**config.mk**
```make
export PLATFORM = sky130hd
export DESIGN_NAME = adder_share_arbiter
export DESIGN_NICKNAME = d
export VERILOG_FILES = /design/src/rtl/adder_share_arbiter.sv
export SDC_FILE = /design/constraint.sdc
export NUM_CORES = 1
export LEC_CHECK = 0
export CELL_PAD_IN_SITES_DETAIL_PLACEMENT = 2
export CELL_PAD_IN_SITES_GLOBAL_PLACEMENT = 2
export CORE_MARGIN = 2
export CORE_UTILIZATION = 25
export CTS_BUF_LIST = sky130_fd_sc_hd__clkbuf_8
export DETAILED_ROUTE_END_ITERATION = 10
export PLACE_DENSITY = 0.88
export SYNTH_ARGS = -nofsm -noshare
export SYNTH_HDL_FRONTEND = slang
export SYNTH_SLANG_ARGS = --single-unit
```
**constraint.sdc**
```tcl
create_clock -name i_clk -period 2.4 [get_ports i_clk]
set_clock_uncertainty 0.05 [all_clocks]
set_input_delay 0.72 -clock i_clk [delete_from_list [all_inputs] [get_ports i_clk]]
set_output_delay 0.72 -clock i_clk [all_outputs]
set_load 0.03 [all_outputs]
```
**src/rtl/adder_share_arbiter.sv**
```systemverilog
// Round-robin arbiter sharing one WIDTH-bit adder among N requesters.
// Fixed non-pipelined sequence IDLE -> EXEC -> DONE; operands latched at grant.
module adder_share_arbiter #(
    parameter int N     = 4,
    parameter int WIDTH = 24
) (
    input  logic                 i_clk,
    input  logic                 i_rst_n,
    input  logic [N-1:0]         i_req,
    input  logic [N*WIDTH-1:0]   i_op_a,
    input  logic [N*WIDTH-1:0]   i_op_b,
    output logic [N-1:0]         o_grant,
    output logic [N-1:0]         o_done,
    output logic [WIDTH-1:0]     o_sum,
    output logic                 o_carry_out,
    output logic                 o_busy
);

    localparam int PTR_W = (N > 1) ? $clog2(N) : 1;

    typedef enum logic [1:0] {
        S_IDLE,
        S_EXEC,
        S_DONE
    } state_t;

    state_t             r_state, w_state_nxt;
    logic [PTR_W-1:0]   r_ptr, w_ptr_nxt;
    logic [PTR_W-1:0]   r_idx, w_idx_nxt;
    logic [N-1:0]       r_grant, w_grant_nxt;
    logic [WIDTH-1:0]   r_a, w_a_nxt;
    logic [WIDTH-1:0]   r_b, w_b_nxt;
    logic [WIDTH-1:0]   r_sum, w_sum_nxt;
    logic               r_carry, w_carry_nxt;

    logic [PTR_W-1:0]   w_pick;
    logic [PTR_W-1:0]   w_scan;
    logic               w_found;
    int                 w_scan_int;
    logic [N-1:0]       w_onehot;
    logic [WIDTH-1:0]   w_sel_a;
    logic [WIDTH-1:0]   w_sel_b;
    logic [WIDTH:0]     w_add;

    // The shared adder only ever sees the latched operands.
    assign w_add = {1'b0, r_a} + {1'b0, r_b};

    always_comb begin
        w_found    = 1'b0;
        w_pick     = r_ptr;
        w_scan     = r_ptr;
        w_scan_int = 0;
        for (int k = 0; k < N; k++) begin
            w_scan_int = int'(r_ptr) + k;
            if (w_scan_int >= N) begin
                w_scan_int = w_scan_int - N;
            end
            w_scan = PTR_W'(w_scan_int);
            if (!w_found && i_req[w_scan]) begin
                w_found = 1'b1;
                w_pick  = w_scan;
            end
        end
    end

    always_comb begin
        w_onehot = '0;
        w_sel_a  = '0;
        w_sel_b  = '0;
        for (int i = 0; i < N; i++) begin
            if (w_pick == PTR_W'(i)) begin
                w_onehot[i] = 1'b1;
                w_sel_a     = i_op_a[i*WIDTH +: WIDTH];
                w_sel_b     = i_op_b[i*WIDTH +: WIDTH];
            end
        end
    end

    always_ff @(posedge i_clk or negedge i_rst_n) begin
        if (!i_rst_n) begin
            r_state <= S_IDLE;
            r_ptr   <= '0;
            r_idx   <= '0;
            r_grant <= '0;
            r_a     <= '0;
            r_b     <= '0;
            r_sum   <= '0;
            r_carry <= 1'b0;
        end else begin
            r_state <= w_state_nxt;
            r_ptr   <= w_ptr_nxt;
            r_idx   <= w_idx_nxt;
            r_grant <= w_grant_nxt;
            r_a     <= w_a_nxt;
            r_b     <= w_b_nxt;
            r_sum   <= w_sum_nxt;
            r_carry <= w_carry_nxt;
        end
    end

    always_comb begin
        w_state_nxt = r_state;
        w_ptr_nxt   = r_ptr;
        w_idx_nxt   = r_idx;
        w_grant_nxt = r_grant;
        w_a_nxt     = r_a;
        w_b_nxt     = r_b;
        w_sum_nxt   = r_sum;
        w_carry_nxt = r_carry;
        case (r_state)
            S_IDLE: begin
                if (w_found) begin
                    w_grant_nxt = w_onehot;
                    w_idx_nxt   = w_pick;
                    w_a_nxt     = w_sel_a;
                    w_b_nxt     = w_sel_b;
                    w_state_nxt = S_EXEC;
                end
            end
            S_EXEC: begin
                {w_carry_nxt, w_sum_nxt} = w_add;
                w_state_nxt = S_DONE;
            end
            S_DONE: begin
                w_grant_nxt = '0;
                w_ptr_nxt   = (r_idx == PTR_W'(N-1)) ? '0 : r_idx + 1'b1;
                w_state_nxt = S_IDLE;
            end
            default: begin
                w_grant_nxt = '0;
                w_state_nxt = S_IDLE;
            end
        endcase
    end

    // Done is derived from registered state only, so it cannot glitch on Req.
    assign o_done      = (r_state == S_DONE) ? r_grant : '0;
    assign o_grant     = r_grant;
    assign o_sum       = r_sum;
    assign o_carry_out = r_carry;
    assign o_busy      = (r_state != S_IDLE);

endmodule

```
# ---- Word-level counts from Yosys, hierarchy flattened
# Index checks and enable logic that the tools add are counted.
dict set report classes {
  n_reduce_logical 11
  n_lt_le_gt_ge 8
  addsub 9
  n_eq_ne 7
  muxes 38
  n_bitwise 1
}
# op n
set ops {}
lappend ops {{two-way mux 24 bit} 8}
lappend ops {{adder 24 x 24 -> 25 bit} 1}
lappend ops {{two-way mux 2 bit} 10}
lappend ops {{< comparator 2 x 3 -> 1 bit (second input constant)} 4}
lappend ops {{two-way mux 1 bit} 12}
lappend ops {{greater-or-equal comparator 3 bit (second input constant)} 3}
lappend ops {{binary-select mux 1 bit (select 2 bit)} 4}
lappend ops {{== test 2 bit (second input constant)} 4}
lappend ops {{two-way mux 4 bit} 2}
lappend ops {{one-hot mux 4 bit (2 select lines)} 1}
lappend ops {{subtractor 2 x 1 -> 2 bit (second input constant)} 4}
lappend ops {{adder 2 x 2 -> 3 bit (second input constant)} 2}
lappend ops {{== test 2 x 1 -> 1 bit (second input constant)} 2}
lappend ops {{zero test 2 bit} 2}
lappend ops {{one-hot mux 2 bit (2 select lines)} 1}
lappend ops {{AND reduction 2 bit} 2}
lappend ops {{adder 2 x 1 -> 3 bit (second input constant)} 1}
lappend ops {{greater-or-equal comparator 2 x 3 -> 1 bit (second input constant)} 1}
lappend ops {{logical AND 1 bit} 3}
lappend ops {{zero test 1 bit} 3}
lappend ops {{adder 2 x 1 -> 2 bit (second input constant)} 1}
lappend ops {{!= test 2 bit (second input constant)} 1}
lappend ops {{nonzero test 2 bit} 1}
lappend ops {{inverter 1 bit} 1}
dict set report word_totals {
  reg_bits 83
  wordCells 82
}

# ---- Longest topological paths before layout
# Gate-level depths: netlist of the first run.
dict set report logic_depth {
  depth_word 19
  ltp_mapped 8
  depth_no_buf 8
}

# ---- Least setup slack after synthesis of the first run
# OpenSTA, ideal clock, no wires.
dict set report synth_timing {
  path_type {input to register}
  startpoint {input i_req[2]}
  endpoint {register r_a[10]}
  path_stages 8
  slack_ns 0.099
  required_time_ns 2.232
  setup_ns 0.118
  path_buffers 2
  arrival_ns 2.133
  path_cell_list {nor2b_1 > a2111o_1 > clkbuf_1 > buf_2 > and3_1 > a211oi_1 > a311oi_1 > a21o_1}
}
dict set report synth_between {
  elab_chain_cells 17
}
# element line
set synth_lines {}
lappend synth_lines {{from (decl)} 9} ;# input logic [N-1:0] i_req,
lappend synth_lines {{binary-select mux 1 bit (select 2 bit)} 59} ;# if (!w_found && i_req[w_scan]) begin
lappend synth_lines {{two-way mux 1 bit (not written as such)} 59}
lappend synth_lines {{two-way mux 1 bit} 59}
lappend synth_lines {{zero test 1 bit} 59}
lappend synth_lines {{logical AND 1 bit} 59}
lappend synth_lines {{two-way mux 1 bit} 59}
lappend synth_lines {{zero test 1 bit} 59}
lappend synth_lines {{logical AND 1 bit} 59}
lappend synth_lines {{two-way mux 1 bit} 59}
lappend synth_lines {{zero test 1 bit} 59}
lappend synth_lines {{logical AND 1 bit} 59}
lappend synth_lines {{two-way mux 2 bit} 59}
lappend synth_lines {{zero test 2 bit} 71} ;# if (w_pick == PTR_W'(i)) begin
lappend synth_lines {{two-way mux 24 bit (4 in series)} 71}
lappend synth_lines {{to (signal assigned)} 94} ;# r_a <= w_a_nxt;
lappend synth_lines {{to (decl)} 31} ;# logic [WIDTH-1:0] r_a, w_a_nxt;
# Several ways; a longest one is shown, not always the timed one. The select of a mux whose other input is x is not followed.
# A chain may end at the register's enable or synchronous reset.

# ---- Worst setup path in the final report of the first run
dict set report layout_timing {
  startpoint {register r_ptr[1]}
  endpoint {register r_b[2]}
}
dict set report layout_between {
  elab_chain_cells 19
}
# element line
set layout_lines {}
lappend layout_lines {{from (decl)} 28} ;# logic [PTR_W-1:0] r_ptr, w_ptr_nxt;
lappend layout_lines {{from (signal assigned)} 91} ;# r_ptr <= w_ptr_nxt;
lappend layout_lines {{branches (longest 19 deep; another with adder 2 x 1 -> 3 bit)} -}
lappend layout_lines {{to (signal assigned)} 95} ;# r_b <= w_b_nxt;
lappend layout_lines {{to (decl)} 32} ;# logic [WIDTH-1:0] r_b, w_b_nxt;
# Several ways; the timed one is not identified. The select of a mux whose other input is x is not followed.

==> results.md, run 1 <==
- Top cells by count, synth: nand2_1, dfrtp_1, a211oi_1, and3_1, a21o_1
- Largest net degree at the start of global routing: 57
- Mapped Nets: 927
- Sequential element share of the synthesized area: 0.352
- Max VDD drop: 0.497 mV
- Final Non-Filler Cells: 1317
- Via count: 7161
- Site row count: 56
- Die width: 158 um
- Leak: 4.46 nW
- Layout Nets: 1216
- Avg Inst Size Synth: 8.38 um2
- Failing checks: negative setup slack
- Worst min-delay path category: input port to async pin
- Top FF cell, synth: dfrtp_1
- Total gr overflow: 0
- Maximum clock insertion buffer count: 2
- Cells after Synth: 703
- Wire per inst: 25.7 um
- Total track usage: 0.248
- Largest cells by area after synthesis: dfrtp_1, nand2_1, a311oi_1, a211oi_1, a21o_1
- RD Place Congestion: 0.870
- Cells after DPL: 1282
- Final setup fails: 9
- Die span in y: 158 um
- Crit path required time: 2.64 ns
- Fmax: 401 MHz
- Final min period: 2.49 ns
- Fin crit share: 1.04
- # IOs: 232
- Synthesized area: 0.00589 mm2
- Number of synthesized register bits: 83
- Worst slack at placement: -0.663 ns
- Vias per std cell: 5.44
- Critical path class: register to register
- Slowest stage delay, CP: 0.55 ns
- Drt pass-1 iters: 4
- Initial Util: 0.253
- DRC errors left: 0
- Top-area cell type share of the netlist area: 0.352
- Synth warnings: 0
- Routed Antenna Nets: 0
- Worst path arrival time: 2.73 ns
- Critical Path Fanout Max: 8
- H-tree depth: 3
- Post-synth ARST share: 1.00
- Die ar.: 0.0248 mm2
- Critical path capture point type: register
- Power per cell area: 1490 mW/mm2
- Finished Core Util: 0.435
- Clk sink count: 83
- Core Box Area: 0.0233 mm2
- CTS tree: done
- Dpl hpwl: 23300 um
- First-pass GRT wire length: 46500 um
- Layout cells sized above 1: 0.219
- CP Launch Type: register
- Setup ws final: -0.0926 ns
- Critical-path cell list: nor3b_1 > a2111o_2 > buf_12 > buf_12 > and3_1 > a211oi_1 > a311oi_1 > a21o_1
- Placed Area: 0.00922 mm2
- Number of enable flip-flop cells after synthesis: 0
- Rel. slew slack: 0.642
- Final Instance Area: 0.0101 mm2
- Count leader, synth: nand2_1
- CTS clk-pin slew, worst paths: 0.10 ns
- Cell variety after synth: 55
- Vias in the first global route: 7850
- Num CTS Buffers: 9
- Final Hold Viols: 0
- Tot Pwr: 15.1 mW
- Antenna violations before repair: 2
- Critical path's most frequent cell: buf_12
- Leading area contributor after synthesis: dfrtp_1
- Pins Over Slew Limit: 0
- Fill cell count: 2490
- 1st-iter DRT viols: 255
- Outcome: complete, but fails checks
- RSZ-0062 raised after global routing: yes
- Slowest CP cell: a2111o_2
- Routed wire length: 33800 um
- CTS Root Cell: clkbuf_8
- Clk_lat worst skew: 0.40 ns
- Port Buffers: 231
- Fin Hold WS: 0.241 ns
- Worst slew pin tran: 0.537 ns
- Total of max-cap violations: 0
- Setup TNS: -0.351 ns
- Area growth syn-to-layout: 72.1%
[layer usage]
layer  GRT usage  up-vias  share of wire
li1            -     3238              -
met5           0        -        0.00030
met1       0.295     3628           0.40
met2       0.440      229           0.52
met4      0.0978        2          0.037
met3      0.0463       64          0.041
[worst max-delay path: cells and delay by family, from the launching register on]
kind	cells	cell delay, ns
flops	1	0.43
buf+inv	2	0.31
compound gates	4	1.28
simple gates	2	0.33
[state kept, by name, summed over array words and instances, names as in the netlist]
register / count
r_ptr: 2
r_a: 24
o_carry_out: 1
o_sum: 24
r_idx: 2
r_b: 24
r_state: 2
o_grant: 4
[area by class of cell]
class	instances	area [um2]	area share
inverters	9	33.8	0.00333
diodes	1	2.50	0.000247
clock inverters	7	77.6	0.00765
flip-flops and latches	83	2080	0.205
clock buffers	9	124	0.0122
repair buffers	336	3420	0.337
well taps	319	399	0.0394
multi-input cells	553	4010	0.395
[worst paths after layout]
| kind | startpoint | endpoint | slack (ns) | cells after the start |
|---|---|---|---|---|
| worst max-delay path | r_ptr[1] | r_b[2] | -0.09 | 8 |
| worst min-delay path | i_rst_n | o_grant[1] | 0.24 | 1 |
| worst max register to register | r_ptr[1] | r_b[2] | -0.09 | 8 |
| worst min register to register | o_sum[12] | o_sum[12] | 0.44 | 2 |
| max in group asynchronous | i_rst_n | o_sum[5] | 1.42 | 2 |
| min in group i_clk | o_sum[12] | o_sum[12] | 0.44 | 2 |
[cells by family after synthesis]
group                      synth area share
buffers and inverters                0.0444
muxes                               0.00191
AOI/OAI and AO/OA                     0.311
and+or+nand+nor                       0.220
DFF                                   0.352
adders and majority gates            0.0565
xor gates and xnor gates             0.0134
[cell usage in the layout, fill, tap and decap left out, types with 24 or more instances in the layout]
cell,netlist,layout
clkdlybuf4s50_1,0,221
nand2_1,133,133
dfrtp_1,83,83
buf_4,1,76
a21o_1,52,52
and3_1,54,47
a211oi_2,0,29
a311oi_1,48,26
ha_1,25,24
[repair_timing]
action                                  in CTS  in global routing
endpoints found under the hold margin        0                  0
resized for setup                           48                 79
endpoints found under the setup margin      62                 64
gates cloned                                 3                  4
hold buffers                                 0                  0
setup buffers                                4                  7
pin swaps                                    8                 33
[power breakdown]
group	leakage (nW)	total (mW)	switching, mW	internal [mW]
clock network	0.0998	1.12	0.630	0.489
registers	1.02	2.80	0.666	2.14
logic	3.34	11.2	6.26	4.92
No activity file was read; power rests on OpenSTA's default activity.
==> run 2, diff against run 1 <==
- ABC_AREA: default -> 1
- CORE_UTILIZATION: 25 -> 24
- PLACE_DENSITY: 0.88 -> 0.89
==> results.md, run 2 <==
- Via count: 9655
- XOR/XNOR Fraction of Synth Area: 0.0105
- Final Hold Viols: 0
- Cell variety after synth: 34
- Total gr overflow: 0
- Core Box Area: 0.0276 mm2
- H-tree depth: 3
- Largest cells by area after synthesis: dfrtp_1, nand2_1, nand3_1, inv_1, ha_1
- Rel. slew slack: 0.498
- Finished Core Util: 0.460
- Synthesized area: 0.00669 mm2
- Routed Antenna Nets: 0
- Setup ws final: -0.480 ns
- Synth warnings: 0
- Initial Util: 0.242
- Cells after Synth: 1058
- Die width: 171 um
- Die span in y: 171 um
- Post-synthesis compound-gate area fraction: 0.101
- Count leader, synth: nand2_1
- CTS Root Cell: clkbuf_8
- Critical Path Fanout Max: 8
- Leading cell type in the layout, fill and taps excluded: nand2_1
- Leading area contributor after synthesis: dfrtp_1
- Area growth syn-to-layout: 90.1%
- Site row count: 61
- Most frequent cells in the layout: nand2_1, clkdlybuf4s50_1, inv_1, nand3_1, nand3_2
- Maximum clock insertion buffer count: 2
- Routed wire length: 53200 um
- Num CTS Buffers: 9
- Failing checks: negative setup slack
- Fmax: 347 MHz
- Clk sink count: 83
- Worst min-delay path category: input port to async pin
- Total track usage: 0.230
- Total of max-cap violations: 0
- DRC errors left: 0
- 1st-iter DRT viols: 838
- Die ar.: 0.0292 mm2
- Dpl hpwl: 25700 um
- Simple-Gate Fraction of Synth Area: 0.398
- Antenna violations before repair: 4
- Avg Inst Size Synth: 6.32 um2
- Port Buffers: 231
- Worst slew pin tran: 0.753 ns
- Clk_lat worst skew: 0.41 ns
- Multiplexer area fraction after synthesis: 0
- Post-synth ARST share: 1.00
- Top cells by count, synth: nand2_1, nand3_1, inv_1
- CP Launch Type: register
- Layout Nets: 1592
- Critical path class: register to register
- Largest family of logic cells by synthesized area: simple AND/OR/NAND/NOR gates
- RD Place Congestion: 0.899
- Top FF cell, synth: dfrtp_1
- Post-CTS Hold Buffers: 0
- CTS clk-pin slew, worst paths: 0.12 ns
- Number of enable flip-flop cells after synthesis: 0
- Layout cells sized above 1: 0.313
- First-pass GRT wire length: 51900 um
- Post-Synth Adder-Cell Area: 0.0498
- Outcome: complete, but fails checks
- CTS tree: done
- Critical path capture point type: register
- Vias per std cell: 5.50
- Final min period: 2.88 ns
- Vias in the first global route: 9357
- Fin crit share: 1.20
- Crit path required time: 2.64 ns
- Pins Over Slew Limit: 0
- Worst path arrival time: 3.12 ns
- Top-area cell type share of the netlist area: 0.311
- Final setup fails: 63
- RSZ-0062 raised after global routing: yes
- Number of synthesized register bits: 83
- Largest net degree at the start of global routing: 58
- Sequential element share of the synthesized area: 0.311
- # IOs: 232
- Wire per inst: 30.3 um
- Mapped Nets: 1282
- Drt pass-1 iters: 5
## run 2: cell count changes in the layout (fill, tap and decap cells not counted), moves of 51 or more
cell     change
nand2_2     +59
nand2_1    +129
a21o_1      -51
nand3_1     +74
inv_1      +112
nand3_2     +85
## run 2: logic make-up (layout without fill, tap and decap cells)
family                     Yosys count  after routing
adders and majority gates           26             26
xor gates and xnor gates             8              8
buffers and inverters              195            508
AOI/OAI and AO/OA                  127            127
other                                0              4
DFF                                 83             83
and+or+nand+nor                    619            621
## run 2: metal layers
| layer | routed length, um | track usage |
|---|---|---|
| met4 | 3690 | 0.0682 |
| met1 | 19900 | 0.281 |
| met2 | 26700 | 0.416 |
| met3 | 2930 | 0.0328 |
| met5 | 0 | 0 |
## run 2: worst paths after layout
path | from | endpoint | slack, ns | cells after the start
worst max-delay path | r_ptr[0] | r_a[20] | -0.48 | 15
worst min-delay path | i_rst_n | r_idx[1] | 0.31 | 1
worst max register to register | r_ptr[0] | r_a[20] | -0.48 | 15
worst min register to register | o_sum[18] | o_sum[18] | 0.44 | 2
max in group asynchronous | i_rst_n | r_b[5] | 1.37 | 2
min in group i_clk | o_sum[18] | o_sum[18] | 0.44 | 2
## run 2: critical path: stages (launching register included)
cell     delay (ns)
dfrtp_2        0.51
buf_6          0.19
nand2_1        0.15
nand3_2        0.13
nand2_2        0.09
nor2_4         0.18
buf_6          0.12
nand4_1        0.13
buf_6          0.18
nand2_8        0.14
inv_12         0.09
buf_12         0.16
nand3_1        0.14
nand3_1        0.18
nand2_1        0.17
nand2_1        0.11
## run 2: stage by stage
stage                     hold slack, ns  area, um2  std cells  setup slack, ns  TNS, ns
after floorplan                    0.374       6690       1058            0.215        0
after global placement             0.412       9710       1665           -0.581   -21.46
after detailed placement           0.428       9710       1665           -0.794   -31.05
after CTS                          0.334      10200       1696          0.00270        0
after global routing               0.350      12700       1755           -0.526   -20.38
final                              0.312      12700       1755           -0.480   -16.38
## run 2: timing repair
| item | 4_1_cts | 5_1_grt |
|---|---|---|
| pin swaps | 12 | 134 |
| cloned | 3 | 30 |
| gates resized for setup | 65 | 424 |
| setup endpoints to repair | 63 | 67 |
| setup buffers | 12 | 29 |
## run 2: area by class of cell
type | count | area (um2)
fill | 3015 | 14900
multi-input combinational | 782 | 5290
timing repair buffer | 353 | 4110
sequential | 83 | 2080
inverter | 139 | 552
tap | 378 | 473
clock buffer | 10 | 138
clock inverter | 6 | 65.1
antenna | 4 | 10.0
Power of run 2 is left out: the tool's default activity adds up to more than one toggle a clock period on the data nets, which glitch-free logic cannot reach.
